`config.mk`:
```
export PLATFORM = sky130hd
export DESIGN_NAME = eth_line_driver_flat
export DESIGN_NICKNAME = d
export VERILOG_FILES = /design/src/rtl/eth_line_driver_if.sv /design/src/rtl/eth_line_driver.sv /design/src/flat_wrapper.sv
export SDC_FILE = /design/constraint.sdc
export NUM_CORES = 1
export LEC_CHECK = 0
export BUFFER_PORTS_ARGS = -buffer_cell sky130_fd_sc_hd__buf_2
export CORE_MARGIN = 2
export CORE_UTILIZATION = 55
export DETAILED_ROUTE_END_ITERATION = 7
export PLACE_DENSITY = 0.73
export SLEW_MARGIN = 20
export SYNTH_ARGS = -nofsm -noshare
export SYNTH_HDL_FRONTEND = slang
export SYNTH_SLANG_ARGS = --single-unit
```
`constraint.sdc`:
```
create_clock -name clk -period 3.92 [get_ports clk]
set_input_delay 0.784 -clock clk [delete_from_list [all_inputs] [get_ports clk]]
set_output_delay 0.784 -clock clk [all_outputs]
set_load 0.02 [all_outputs]
```
`src/rtl/eth_line_driver_if.sv`:
```
// Transmitter-to-line-driver signal bundle: Manchester stream in, line pair and status out.
interface eth_line_driver_if;
    logic tx_in;
    logic tx_active;
    logic tx_p;
    logic tx_n;
    logic nlp_strobe;
    logic busy;

    modport master (
        output tx_in,
        output tx_active,
        input  tx_p,
        input  tx_n,
        input  nlp_strobe,
        input  busy
    );

    modport slave (
        input  tx_in,
        input  tx_active,
        output tx_p,
        output tx_n,
        output nlp_strobe,
        output busy
    );
endinterface

```
`src/rtl/eth_line_driver.sv`:
```
// 10BASE-T line output stage: drives the differential pair from the Manchester stream,
// appends the TP_IDL tail after each frame and emits Normal Link Pulses while idle.
module eth_line_driver #(
    parameter int unsigned NLP_PERIOD = 320000,
    parameter int unsigned NLP_WIDTH  = 2,
    parameter int unsigned TPIDL_LEN  = 5
) (
    input  logic             clk,
    input  logic             rst_n,
    eth_line_driver_if.slave line
);
    localparam int unsigned   TW           = $clog2(NLP_PERIOD);
    localparam logic [TW-1:0] T_ZERO       = {TW{1'b0}};
    localparam logic [TW-1:0] T_ONE        = TW'(32'd1);
    localparam logic [TW-1:0] T_NLP_LAST   = TW'(NLP_PERIOD - 32'd1);
    localparam logic [TW-1:0] T_WIDTH_LAST = TW'(NLP_WIDTH - 32'd1);
    localparam logic [TW-1:0] T_TPIDL_LAST = TW'(TPIDL_LEN - 32'd1);

    typedef enum logic [1:0] {
        ST_IDLE  = 2'd0,
        ST_DATA  = 2'd1,
        ST_TPIDL = 2'd2,
        ST_NLP   = 2'd3
    } state_t;

    state_t        r_state;
    state_t        w_state_nxt;
    logic [TW-1:0] r_t;
    logic [TW-1:0] w_t_nxt;
    logic          w_strobe_nxt;
    logic          w_p_nxt;
    logic          w_n_nxt;
    logic          r_tx_p;
    logic          r_tx_n;
    logic          r_nlp_strobe;
    logic          r_busy;

    // Next state, timer and the line values belonging to the next state; a new frame
    // always wins over a tail or pulse in progress.
    always_comb begin
        w_state_nxt  = r_state;
        w_t_nxt      = r_t + T_ONE;
        w_strobe_nxt = 1'b0;
        w_p_nxt      = 1'b0;
        w_n_nxt      = 1'b0;
        case (r_state)
            ST_IDLE: begin
                if (line.tx_active) begin
                    w_state_nxt = ST_DATA;
                    w_t_nxt     = T_ZERO;
                end else if (r_t == T_NLP_LAST) begin
                    w_state_nxt  = ST_NLP;
                    w_t_nxt      = T_ZERO;
                    w_strobe_nxt = 1'b1;
                end else begin
                    w_t_nxt = r_t + T_ONE;
                end
            end
            ST_DATA: begin
                if (line.tx_active) begin
                    w_state_nxt = ST_DATA;
                    w_t_nxt     = T_ZERO;
                end else begin
                    w_state_nxt = ST_TPIDL;
                    w_t_nxt     = T_ZERO;
                end
            end
            ST_TPIDL: begin
                if (line.tx_active) begin
                    w_state_nxt = ST_DATA;
                    w_t_nxt     = T_ZERO;
                end else if (r_t == T_TPIDL_LAST) begin
                    w_state_nxt = ST_IDLE;
                    w_t_nxt     = T_ZERO;
                end else begin
                    w_t_nxt = r_t + T_ONE;
                end
            end
            ST_NLP: begin
                if (line.tx_active) begin
                    w_state_nxt = ST_DATA;
                    w_t_nxt     = T_ZERO;
                end else if (r_t == T_WIDTH_LAST) begin
                    w_state_nxt = ST_IDLE;
                    w_t_nxt     = T_ZERO;
                end else begin
                    w_t_nxt = r_t + T_ONE;
                end
            end
            default: begin
                w_state_nxt = ST_IDLE;
                w_t_nxt     = T_ZERO;
            end
        endcase

        case (w_state_nxt)
            ST_DATA: begin
                w_p_nxt = line.tx_in;
                w_n_nxt = ~line.tx_in;
            end
            ST_TPIDL, ST_NLP: begin
                w_p_nxt = 1'b1;
                w_n_nxt = 1'b0;
            end
            default: begin
                w_p_nxt = 1'b0;
                w_n_nxt = 1'b0;
            end
        endcase
    end

    // State and timer registers.
    always_ff @(posedge clk or negedge rst_n) begin
        if (!rst_n) begin
            r_state <= ST_IDLE;
            r_t     <= T_ZERO;
        end else begin
            r_state <= w_state_nxt;
            r_t     <= w_t_nxt;
        end
    end

    // Registered line pair and status, one cycle behind the sampled inputs.
    always_ff @(posedge clk or negedge rst_n) begin
        if (!rst_n) begin
            r_tx_p       <= 1'b0;
            r_tx_n       <= 1'b0;
            r_nlp_strobe <= 1'b0;
            r_busy       <= 1'b0;
        end else begin
            r_tx_p       <= w_p_nxt;
            r_tx_n       <= w_n_nxt;
            r_nlp_strobe <= w_strobe_nxt;
            r_busy       <= (w_state_nxt != ST_IDLE);
        end
    end

    assign line.tx_p       = r_tx_p;
    assign line.tx_n       = r_tx_n;
    assign line.nlp_strobe = r_nlp_strobe;
    assign line.busy       = r_busy;
endmodule

```
`src/flat_wrapper.sv`:
```
// flat-port wrapper written by rule: the top's interface ports become plain ports
module eth_line_driver_flat 
#(
    parameter int unsigned NLP_PERIOD = 320000,
    parameter int unsigned NLP_WIDTH  = 2,
    parameter int unsigned TPIDL_LEN  = 5
)
  (clk, rst_n, line_tx_in, line_tx_active, line_tx_p, line_tx_n, line_nlp_strobe, line_busy);
  eth_line_driver_if line_i ();
  input  logic clk;
  input  logic rst_n;
  input wire logic [$bits(line_i.tx_in)-1:0] line_tx_in;
  input wire logic [$bits(line_i.tx_active)-1:0] line_tx_active;
  output wire logic [$bits(line_i.tx_p)-1:0] line_tx_p;
  output wire logic [$bits(line_i.tx_n)-1:0] line_tx_n;
  output wire logic [$bits(line_i.nlp_strobe)-1:0] line_nlp_strobe;
  output wire logic [$bits(line_i.busy)-1:0] line_busy;
  assign line_i.tx_in = line_tx_in;
  assign line_i.tx_active = line_tx_active;
  assign line_tx_p = line_i.tx_p;
  assign line_tx_n = line_i.tx_n;
  assign line_nlp_strobe = line_i.nlp_strobe;
  assign line_busy = line_i.busy;
  eth_line_driver #(.NLP_PERIOD(NLP_PERIOD), .NLP_WIDTH(NLP_WIDTH), .TPIDL_LEN(TPIDL_LEN)) u_core (.clk(clk), .rst_n(rst_n), .line(line_i));
endmodule
```
[After elaboration in Yosys (flattened, before gate mapping)]
Cells that the tools add are included.
Widths: inputs -> output; s select.
Storage, ports and cells
  register bits: 25
  bits of input ports: 4
  logic and storage cells: 40
  output and inout bits: 4
Operators by class
  $add $sub $neg: 1
  muxes and demuxes: 20
  reductions and logical operators: 3
  equal/unequal tests: 9
  bitwise logic cells: 1
Operators with widths (number)
  $mux 19: 6
  $pmux 19 s4: 1
  $add 19x1->19 const B: 1
  $eq 19x1->1 const B: 1
  $eq 19x19->1 const B: 1
  $eq 19x3->1 const B: 1
  $mux 2: 7
  $eq 2x2->1 const B: 4
  $pmux 2 s4: 1
  $eq 2x1->1 const B: 2
  $mux 1: 4
  $logic_not 2->1: 1
  $pmux 1 s2: 1
  $reduce_bool 2->1: 1
  $reduce_or 2->1: 1
  $not 1->1: 1

[Logic depth before layout (Yosys ltp)]
  word-level depth: 7
  mapped depth: 8
  mapped depth without buffers: 7

[Least setup slack after synthesis]
OpenSTA, ideal clock, no wires.
  kind: reg2reg
  from: reg u_core.r_t[0]
  to: reg u_core.r_t[4]
  stages on the path, launching flop included: 9
  clock period less this slack: 1.793 ns
  path buffers: 2
  library setup time: 0.119 ns
  slack: 2.127 ns
  arrival: 1.674 ns
  data required time: 3.801 ns
  cell sequence: dfrtp_1 -> ha_1 -> nand3_2 -> nor3_4 -> nor3b_4 -> o221a_2 -> buf_6 -> buf_6 -> nor2_1
Between the ends
  word-level cells in the longest chain between the ends: 4
  elaborated cells on any way between the ends: 11
  classes of those cells: add/sub: 1; eq/ne: 3; mux: 7
RTL lines
  from (decl): line eth_line_driver.sv:28  | logic [TW-1:0] r_t;
  from (signal assigned): line eth_line_driver.sv:119  | r_t <= w_t_nxt;
  $add 19x1->19, or another cell as far along: line eth_line_driver.sv:56, eth_line_driver.sv:76, eth_line_driver.sv:87
  $mux 19, on equally long branches: line eth_line_driver.sv:83, eth_line_driver.sv:72, eth_line_driver.sv:51
  $mux 19, on equally long branches: line eth_line_driver.sv:80, eth_line_driver.sv:48, eth_line_driver.sv:69
  $pmux 19 s4 (*): line eth_line_driver.sv:46  | case (r_state)
  net u_core.w_t_nxt[4]: line eth_line_driver.sv:29  | logic [TW-1:0] w_t_nxt;
Mark *: on every way through the listed nets, which the timed path passes. The rest lies on a longest branch.

[Worst setup path after layout]
  from: reg u_core.r_t[0]
  to: reg u_core.r_t[6]
Same word-level chain as after synthesis.

==> results_dict.tcl <==
set metrics [dict create \
    status "finished clean" \
    leakagePower_nw 0.606 \
    seqPwrFrac_pct 63.0 \
    path_clk_slew_ns 0.13 \
    portBuffers 7 \
    synth_top_area_share_pct 49.0 \
    synthTopCellsByArea "dfrtp_1 (49%), nor2_1 (7.9%), xor2_1 (6.9%)" \
    synth_seq_area_share_pct 49.0 \
    ios 8 \
    grt_max_degree 26 \
    tightest_slew_ns 0.602 \
    cts.htree.levels 1 \
    place_hpwl_mm 1.53 \
    worstPathArrival_ns 2.25 \
    core_area_sq_um 2210 \
    first_pass_iters 6 \
    diodes 0 \
    slowest_delay_ns 0.48 \
    via_per_inst 5.47 \
    wl_met1_mm 1.01 \
    grt_first_pass_wirelength_mm 3.61 \
    grt_usage_pct 18.4 \
    stdcell_area_sq_um 1350 \
    rows 17 \
    cts-resized-gates 0 \
    ir_drop_v 0.000210 \
    routabilityCongestion 0.898 \
    multi_input_area_sq_um 598 \
    start_util_pct 57.7 \
    p_total_w 0.000434 \
    wl_met3_um 38 \
    grt_overflow_total 0 \
    worstHoldPathType "input pin to asynchronous set/reset pin" \
    synth.yosys.warnings 0 \
    setup-violations-final 0 \
    cts-root-buf "clkbuf_4" \
    fin_util_pct 60.9 \
    dp_slack_ns 1.87 \
    antenna_found_initial 0 \
    dpl_cell_area_sq_um 1320 \
    worstSetupPathType "register to register" \
    wl_met2_um 988 \
    p_switching_w 0.000113 \
    cp-start-kind "register" \
    clk_path_buf_depth 2 \
    drive_gt1_share_pct 11.7 \
    highest_layer "met4" \
    end_kind "register" \
    power_density_nw_per_um2 322 \
    clock_sinks 25 \
    power_frac_comb_pct 10.9 \
    cts_tree "yes" \
    via_count 902 \
    most-common-layout-cells "nor2_1 (27), dfrtp_1 (25), xor2_1 (10)" \
    clk_latency_ns 0.32 \
    clock_skew_ns 0.00733 \
    intPower_w 0.000321 \
    path_delay_family "simple AND/OR/NAND/NOR gates" \
    slowest_stage "o221a_2" \
    post-route-period-util_pct 52.3 \
    clock.fmax_ghz 0.487 \
    post_cts_buffers 0 \
    cp_cell_sequence "ha_1 > nand3_2 > nor3_4 > nor3b_4 > o221a_2 > nor2_1" \
    netlist_area_sq_um 1280 \
    slew_viol_final 0 \
    postSynthCellCount 129 \
    cap_violations 0 \
    swShare_pct 26.0 \
    fp.dieW_um 52.2 \
    first_iter_violations 11 \
    ff_latch_area_sq_um 626 \
    syn_to_final_growth_pct 5.39 \
    finalHoldViolations 0 \
    final_common_cell "nor2_1" \
    finalSetupTns_ns 0 \
    ys_ff_latch 25 \
    rr_worst_depth 6 \
    die_y_um 52.2 \
    cp.depth 6 \
    rsz0062_at_grt "false" \
    ys_types 31 \
    syn_nets 136 \
    drc_errors 0 \
    post-route-min-period_ns 2.05 \
    grt_pass1_vias 876 \
    synth.avg_cell_area_sq_um 9.90 \
    synthDominantAreaCellType "dfrtp_1" \
    dieArea_sq_um 2720 \
    slew_headroom_pct 59.6 \
    critPathBufInv 0 \
    cts_made_buffers 3 \
    required_ns 4.12 \
    postCtsHoldBufs 0 \
    worst_slack_ns 1.87 \
    routed_wl_mm 2.09 \
    nNetsFinal 145 \
    fill_cells 206 \
    clkPwrFrac_pct 26.1 \
    wl_per_cell_um 12.6 \
    drtAntennaViolNets 0 \
    cp_max_fo 19 \
]
==> worst reg2reg max path: cells and delay by family, from the launching register on <==
family / cells / cell delay, ns
and+or+nand+nor: 4 / 0.79
adders and majority gates: 1 / 0.23
DFF: 1 / 0.45
AOI/OAI and AO/OA: 1 / 0.48
==> power by group through the flow <==
| stage | combinational [W] | clock (W) | sequential [W] |
|---|---|---|---|
| floorplan | 0.0000334 | 0 | 0.000281 |
| global placement | 0.0000469 | 0 | 0.000277 |
| detailed placement | 0.0000480 | 0 | 0.000278 |
| CTS | 0.0000482 | 0.000117 | 0.000273 |
| global route | 0.0000546 | 0.000124 | 0.000275 |
| finish | 0.0000474 | 0.000113 | 0.000273 |
==> final timing paths <==
path / start / slack [ns] / endpoint
max in group asynchronous: rst_n / 3.14 / u_core.r_t[7]
worst max register to register: u_core.r_t[0] / 1.87 / u_core.r_t[6]
worst min register to register: u_core.r_t[0] / 0.55 / u_core.r_t[0]
worst max-delay path: u_core.r_t[0] / 1.87 / u_core.r_t[6]
worst min-delay path: rst_n / 0.42 / u_core.line.nlp_strobe
min in group clk: u_core.r_t[0] / 0.55 / u_core.r_t[0]
==> registers in the layout, summed over array words and instances (netlist names) <==
name	flops
u_core.r_state	2
u_core.line.tx_p	1
u_core.line.busy	1
u_core.line.tx_n	1
u_core.r_t	19
u_core.line.nlp_strobe	1
==> cell families (layout without fill, tap and decap cells) <==
family	count (synthesis)	after routing	synth area share, %
xor gates and xnor gates	17	17	11.7
AOI/OAI and AO/OA	9	9	5.09
and+or+nand+nor	65	65	27.1
buffers and inverters	10	18	4.21
adders and majority gates	3	3	2.94
DFF	25	25	49.0
==> cells in the mapped netlist (all sizes together) <==
library cell	number
nor2b	1
xnor2	7
nand3	8
o211ai	1
ha	3
a211oi	1
o21bai	1
dfrtp	25
nand2	9
nand4	4
xor2	10
a31oi	1
o21ba	1
o21ai	2
o221a	1
nor3b	1
nor3	3
a21oi	1
nand2b	2
nor4	4
and4	1
buf	2
and2	2
nor2	27
clkbuf	1
inv	7
and3	3
==> final cells by class <==
| type | count | area share [%] |
|---|---|---|
| Sequential cell | 25 | 46.5 |
| Multi-Input combinational cell | 94 | 44.4 |
| Inverter | 7 | 1.95 |
| Tap cell | 28 | 2.60 |
| Timing Repair Buffer | 7 | 2.60 |
| Clock buffer | 4 | 1.95 |
==> per-layer routing <==
metal  GRT usage (%)  vias to the layer above
met5               0                        -
met4            10.7                        0
met3            2.57                        5
met2            29.7                       13
met1            23.5                      439
li1                -                      445
==> metrics by stage <==
| step | cells | hold slack, ns |
|---|---|---|
| 2_1_floorplan | 129 | 0.488 |
| 3_3_place_gp | 161 | 0.510 |
| 3_5_place_dp | 161 | 0.536 |
| 4_1_cts | 165 | 0.441 |
| 5_1_grt | 165 | 0.468 |
| 6_report | 165 | 0.420 |
Note: power is estimated with default switching activity, not from simulation.
